### src/rtl/adq_scan_ctrl_if.sv
// Control, ADC front-end and sample-buffer write signals of the acquisition sequencer.
// master = sequencer side, slave = environment (ADC, FIFO, host control).
interface adq_scan_ctrl_if #(
  parameter int unsigned N_CH   = 4,
  parameter int unsigned DATA_W = 12,
  parameter int unsigned CH_W   = (N_CH > 1) ? $clog2(N_CH) : 1
);
  logic                   init;
  logic                   abort;
  logic                   cont;
  logic [N_CH-1:0]        ch_mask;
  logic                   adc_start;
  logic [CH_W-1:0]        adc_sel;
  logic                   adc_eoc;
  logic [DATA_W-1:0]      adc_data;
  logic                   wr_valid;
  logic                   wr_ready;
  logic [CH_W+DATA_W-1:0] wr_data;
  logic                   busy;
  logic                   done;
  logic                   err_timeout;
  logic [2:0]             state;

  modport master (
    input  init, abort, cont, ch_mask, adc_eoc, adc_data, wr_ready,
    output adc_start, adc_sel, wr_valid, wr_data, busy, done, err_timeout, state
  );

  modport slave (
    output init, abort, cont, ch_mask, adc_eoc, adc_data, wr_ready,
    input  adc_start, adc_sel, wr_valid, wr_data, busy, done, err_timeout, state
  );
endinterface

### src/rtl/adq_scan_ctrl.sv
// Multi-channel ADC scan sequencer: walks the enabled channels, strobes conversions,
// waits for eoc with a timeout and pushes {channel,sample} downstream over valid/ready.
module adq_scan_ctrl #(
  parameter int unsigned N_CH     = 4,
  parameter int unsigned DATA_W   = 12,
  parameter int unsigned N_SWEEPS = 16,
  parameter int unsigned TIMEOUT  = 255
) (
  input  logic           clk,
  input  logic           rst,
  adq_scan_ctrl_if.master bus
);
  localparam int unsigned CH_W = (N_CH > 1) ? $clog2(N_CH) : 1;
  localparam int unsigned SW_W = (N_SWEEPS > 1) ? $clog2(N_SWEEPS) : 1;
  localparam int unsigned TM_W = $clog2(TIMEOUT + 1);

  typedef enum logic [2:0] {
    S_IDLE     = 3'd0,
    S_SELECT   = 3'd1,
    S_CONVERT  = 3'd2,
    S_WAIT_EOC = 3'd3,
    S_STORE    = 3'd4,
    S_DONE     = 3'd5,
    S_ERROR    = 3'd6
  } state_e;

  state_e                 state_q, state_d;
  logic [N_CH-1:0]        mask_q, mask_d;
  logic                   cont_q, cont_d;
  logic [CH_W-1:0]        ch_q, ch_d;
  logic [CH_W-1:0]        sel_q, sel_d;
  logic [SW_W-1:0]        sweep_q, sweep_d;
  logic [TM_W-1:0]        timer_q, timer_d;
  logic [CH_W+DATA_W-1:0] wdata_q, wdata_d;

  logic [CH_W-1:0]        first_in, first_q, next_ch;
  logic                   has_next;

  // Descending scan so the last hit is the lowest qualifying channel.
  always_comb begin
    first_in = '0;
    first_q  = '0;
    next_ch  = '0;
    has_next = 1'b0;
    for (int unsigned i = N_CH; i > 0; i--) begin
      if (bus.ch_mask[i-1]) first_in = CH_W'(i - 1);
      if (mask_q[i-1])      first_q  = CH_W'(i - 1);
      if (mask_q[i-1] && ((i - 1) > 32'(ch_q))) begin
        next_ch  = CH_W'(i - 1);
        has_next = 1'b1;
      end
    end
  end

  always_comb begin
    state_d = state_q;
    mask_d  = mask_q;
    cont_d  = cont_q;
    ch_d    = ch_q;
    sel_d   = sel_q;
    sweep_d = sweep_q;
    timer_d = timer_q;
    wdata_d = wdata_q;

    if (bus.abort) begin
      state_d = S_IDLE;
    end else begin
      case (state_q)
        S_IDLE, S_DONE, S_ERROR: begin
          if (bus.init) begin
            mask_d  = bus.ch_mask;
            cont_d  = bus.cont;
            sweep_d = '0;
            ch_d    = first_in;
            state_d = (|bus.ch_mask) ? S_SELECT : S_DONE;
          end
        end
        S_SELECT:  state_d = S_CONVERT;
        S_CONVERT: begin
          timer_d = '0;
          state_d = S_WAIT_EOC;
        end
        S_WAIT_EOC: begin
          if (bus.adc_eoc) begin
            wdata_d = {ch_q, bus.adc_data};
            state_d = S_STORE;
          end else if (timer_q == TM_W'(TIMEOUT - 1)) begin
            state_d = S_ERROR;
          end else begin
            timer_d = timer_q + 1'b1;
          end
        end
        S_STORE: begin
          if (bus.wr_ready) begin
            if (has_next) begin
              ch_d    = next_ch;
              state_d = S_SELECT;
            end else if (!cont_q && (sweep_q == SW_W'(N_SWEEPS - 1))) begin
              state_d = S_DONE;
            end else begin
              sweep_d = (sweep_q == SW_W'(N_SWEEPS - 1)) ? '0 : sweep_q + 1'b1;
              ch_d    = first_q;
              state_d = S_SELECT;
            end
          end
        end
        default: state_d = S_IDLE;
      endcase
    end

    // Mux select is loaded on SELECT entry so it settles during the SELECT cycle.
    if (state_d == S_SELECT) sel_d = ch_d;
  end

  always_ff @(posedge clk or posedge rst) begin
    if (rst) begin
      state_q <= S_IDLE;
      mask_q  <= '0;
      cont_q  <= 1'b0;
      ch_q    <= '0;
      sel_q   <= '0;
      sweep_q <= '0;
      timer_q <= '0;
      wdata_q <= '0;
    end else begin
      state_q <= state_d;
      mask_q  <= mask_d;
      cont_q  <= cont_d;
      ch_q    <= ch_d;
      sel_q   <= sel_d;
      sweep_q <= sweep_d;
      timer_q <= timer_d;
      wdata_q <= wdata_d;
    end
  end

  assign bus.adc_start   = (state_q == S_CONVERT);
  assign bus.adc_sel     = sel_q;
  assign bus.wr_valid    = (state_q == S_STORE);
  assign bus.wr_data     = wdata_q;
  assign bus.busy        = (state_q == S_SELECT) || (state_q == S_CONVERT) ||
                           (state_q == S_WAIT_EOC) || (state_q == S_STORE);
  assign bus.done        = (state_q == S_DONE);
  assign bus.err_timeout = (state_q == S_ERROR);
  assign bus.state       = state_q;
endmodule

### src/flat_wrapper.sv
// flat-port wrapper written by rule: the top's interface ports become plain ports
module adq_scan_ctrl_flat 
#(
  parameter int unsigned N_CH     = 4,
  parameter int unsigned DATA_W   = 12,
  parameter int unsigned N_SWEEPS = 16,
  parameter int unsigned TIMEOUT  = 255
)
  (clk, rst, bus_init, bus_abort, bus_cont, bus_ch_mask, bus_adc_eoc, bus_adc_data, bus_wr_ready, bus_adc_start, bus_adc_sel, bus_wr_valid, bus_wr_data, bus_busy, bus_done, bus_err_timeout, bus_state);
  adq_scan_ctrl_if #(.N_CH(N_CH), .DATA_W(DATA_W)) bus_i ();
  input  logic clk;
  input  logic rst;
  input wire logic [$bits(bus_i.init)-1:0] bus_init;
  input wire logic [$bits(bus_i.abort)-1:0] bus_abort;
  input wire logic [$bits(bus_i.cont)-1:0] bus_cont;
  input wire logic [$bits(bus_i.ch_mask)-1:0] bus_ch_mask;
  input wire logic [$bits(bus_i.adc_eoc)-1:0] bus_adc_eoc;
  input wire logic [$bits(bus_i.adc_data)-1:0] bus_adc_data;
  input wire logic [$bits(bus_i.wr_ready)-1:0] bus_wr_ready;
  output wire logic [$bits(bus_i.adc_start)-1:0] bus_adc_start;
  output wire logic [$bits(bus_i.adc_sel)-1:0] bus_adc_sel;
  output wire logic [$bits(bus_i.wr_valid)-1:0] bus_wr_valid;
  output wire logic [$bits(bus_i.wr_data)-1:0] bus_wr_data;
  output wire logic [$bits(bus_i.busy)-1:0] bus_busy;
  output wire logic [$bits(bus_i.done)-1:0] bus_done;
  output wire logic [$bits(bus_i.err_timeout)-1:0] bus_err_timeout;
  output wire logic [$bits(bus_i.state)-1:0] bus_state;
  assign bus_i.init = bus_init;
  assign bus_i.abort = bus_abort;
  assign bus_i.cont = bus_cont;
  assign bus_i.ch_mask = bus_ch_mask;
  assign bus_i.adc_eoc = bus_adc_eoc;
  assign bus_i.adc_data = bus_adc_data;
  assign bus_i.wr_ready = bus_wr_ready;
  assign bus_adc_start = bus_i.adc_start;
  assign bus_adc_sel = bus_i.adc_sel;
  assign bus_wr_valid = bus_i.wr_valid;
  assign bus_wr_data = bus_i.wr_data;
  assign bus_busy = bus_i.busy;
  assign bus_done = bus_i.done;
  assign bus_err_timeout = bus_i.err_timeout;
  assign bus_state = bus_i.state;
  adq_scan_ctrl #(.N_CH(N_CH), .DATA_W(DATA_W), .N_SWEEPS(N_SWEEPS), .TIMEOUT(TIMEOUT)) u_core (.clk(clk), .rst(rst), .bus(bus_i));
endmodule
### config.mk
export PLATFORM = sky130hd
export DESIGN_NAME = adq_scan_ctrl_flat
export DESIGN_NICKNAME = d
export VERILOG_FILES = /design/src/rtl/adq_scan_ctrl_if.sv /design/src/rtl/adq_scan_ctrl.sv /design/src/flat_wrapper.sv
export SDC_FILE = /design/constraint.sdc
export NUM_CORES = 1
export LEC_CHECK = 0
export ABC_AREA = 0
export BUFFER_PORTS_ARGS = -buffer_cell sky130_fd_sc_hd__buf_2
export CORE_ASPECT_RATIO = 1.5
export CORE_MARGIN = 2
export CORE_UTILIZATION = 30
export CTS_BUF_LIST = sky130_fd_sc_hd__clkbuf_16
export CTS_CLUSTER_DIAMETER = 50
export DETAILED_ROUTE_END_ITERATION = 10
export GPL_ROUTABILITY_DRIVEN = 1
export HOLD_SLACK_MARGIN = 0.03
export PLACE_DENSITY = 0.6
export REMOVE_ABC_BUFFERS = 1
export SETUP_SLACK_MARGIN = 0.05
export SYNTH_ARGS = -nofsm -noshare
export SYNTH_HDL_FRONTEND = slang
export SYNTH_SLANG_ARGS = --single-unit
### constraint.sdc
create_clock -name clk -period 2.65 [get_ports clk]
set_input_delay 0.1325 -clock clk [delete_from_list [all_inputs] [get_ports clk]]
set_output_delay 0.1325 -clock clk [all_outputs]
set_load 0.05 [all_outputs]
==> metrics.csv <==
metric,value,unit
outcome,"complete, no violations",
yosys.area.top_type,dfrtp_1,
fin_setup_tns,0,ps
final_common_cell,buf_2,
ir_worst_vdd,0.0004427,V
cts_setup_buffers,0,
cp.required,2810,ps
rsz0062_at_grt,no,
synth.area.top_cells,"dfrtp_1 45%, mux2_2 9.0%, o21ai_0 4.0%",
slew_violations,0,
nNetsFinal,283,
io_buffer_count,46,
drc,0,
slowest_stage,dfrtp_1,
die_y,107.0,µm
die_area,7776,µm²
path_depth,7,
htreeDepth,2,
cts_sinks,38,
clk_latency,280,ps
relSlewSlack,57.02,%
end_kind,flip-flop,
layout_common_cells,"46 x buf_2, 38 x dfrtp_1, 17 x nand2_1, 17 x o21ai_0, 17 x mux2_2",
cap_violations,0,
setup_viol,0,
hold_depth,2,
fin_util,37.34,%
syn_area_per_cell,10.25,µm²
cts_buffer_depth,2,
syn_inst,207,
leakage,0.001228,µW
ys_async_sr_fraction,100.0,%
globalRoute.totalOverflow,0,
start_util,30.97,%
syn-cell-area,2122,µm²
track_usage,13.99,%
cts-root-buf,clkbuf_16,
criticalPathCategory,flip-flop to flip-flop,
ys_types,58,
cts_tree,built,
postPlaceCellArea,2407,µm²
whs,79.88,ps
clk_pin_slew,60,ps
antenna_found_initial,0,
min_path_type,input pin to flip-flop,
dp_hpwl,3585,µm
areaGrowthSynthToFinish,20.58,%
numCtsBuffers,5,
via_count,1741,
globalplace.congestion,0.9639,
ios,47,
fmax,0.4528,GHz
skew,4.027,ps
path_buf_inv,1,
final_antenna_net_count,0,
critPathMaxStageDelay,720,ps
synth-seq-cells,38,
grt_max_degree,39,
synth_ff_type,dfrtp_1,
wl_per_cell,14.46,µm
ys_warn_count,0,
worst_pin_slew,639.8,ps
path_max_fanout,19,
critPathLaunchType,flip-flop,
period_minus_slack,2209,ps
core-area,6852,µm²
p_per_area,839.1,nW/µm²
synth_edf_count,0,
hold_viol,0,
synth_seq_area_share,44.81,%
path_delay_family,simple AND/OR/NAND/NOR gates,
cts_resized,0,
die_x,72.67,µm
drtIter0Drc,102,
worstPathCellList,nor2_2 -> nand2_2 -> inv_1 -> and4_2 -> nor4_4 -> nand3_2 -> mux2_1,
grt_pass1_vias,1795,
r2r_cells,7,
routed_via_density,5.182,
firstDrtPassIters,4,
fill_cells,696,
antennaDiodeCount,0,
drive_above_1_share,34.88,%
cp_data_arrival_time,2370,ps
finalCritPeriodShare,83.34,%
grt_pass1_wl,8562,µm
num_rows,37,
stdcell_area,2559,µm²
yosysTopAreaCellShare,44.81,%
postRouteWirelength,4859,µm
[state kept, by name, indices dropped and copies added, names as in the netlist]
signal,cells
u_core.bus.wr_data,14
u_core.mask_q,4
u_core.ch_q,2
u_core.bus.adc_sel,2
u_core.cont_q,1
u_core.timer_q,8
u_core.sweep_q,4
u_core.bus.state,3
[cells by family after synthesis]
kind of cell,share of synthesized area (%)
AO/OA/AOI/OAI,16.22
multiplexers,10.02
AND/OR/NAND/NOR,19.46
buffers and inverters,4.835
adder cells (fa/ha/maj),1.769
XOR/XNOR,2.889
flip-flops,44.81
[stage by stage]
stage / worst slack [ps] / cells / power, µW
after global placement: 515.1 / 327 / 1574
after global routing: 255.3 / 336 / 2272
final: 441.5 / 336 / 2147
after floorplan: 168.6 / 201 / 1382
after CTS: 438.5 / 336 / 2172
after detailed placement: 458.4 / 327 / 1582
[cells in the mapped netlist (2+ instances only)]
library cell	number
nand4_1	4
nand2_1	17
xor2_1	6
buf_2	2
nor3_1	2
nor2_1	14
or3_1	3
o21ai_0	17
nor2_2	2
o2bb2ai_1	2
o311a_2	2
a22o_1	2
nand2b_1	2
a31oi_1	2
mux2_2	17
nand3_1	6
or2_2	2
o211ai_1	4
a21oi_1	5
o31ai_1	2
nor2b_1	5
dfrtp_1	38
nor4_1	2
and3_1	2
inv_1	12
ha_1	3
[worst paths after layout]
check,startpoint,to,slack [ps]
worst max-delay path,u_core.bus.state[0],u_core.bus.adc_sel[1],440
worst min-delay path,bus_adc_data[3],u_core.bus.wr_data[3],80
worst max register to register,u_core.bus.state[0],u_core.bus.adc_sel[1],440
worst min register to register,u_core.bus.wr_data[13],u_core.bus.wr_data[13],480
max in group asynchronous,rst,u_core.sweep_q[0],1780
min in group asynchronous,rst,u_core.bus.wr_data[1],520
[per-layer routing]
layer,global-route usage [%],wire [µm]
met5,0,0
met1,17.06,2060
met3,2.538,159
met2,24.03,2539
met4,5.291,99
[report_power, final]
part / switching, µW / leakage [µW] / internal (µW) / total (µW)
combinational: 530 / 0.000657 / 235 / 764
sequential: 106 / 0.000504 / 701 / 807
clock: 232 / 0.0000672 / 343 / 576
[cell type report]
cell class	instances	area (µm²)	share of cell area [%]
clock buffer	5	125.1	4.890
clock inverter	3	16.27	0.6357
inverter	12	45.04	1.760
multi-input combinational	151	1069	41.76
sequential	38	950.9	37.16
tap	78	97.59	3.814
timing repair buffer	49	255.2	9.976
[timing repair]
item,4_1_cts,5_1_grt
hold buffers,1,0
hold endpoints to repair,38,0
setup endpoints to repair,0,0
Note: power is estimated with default switching activity, not from simulation.
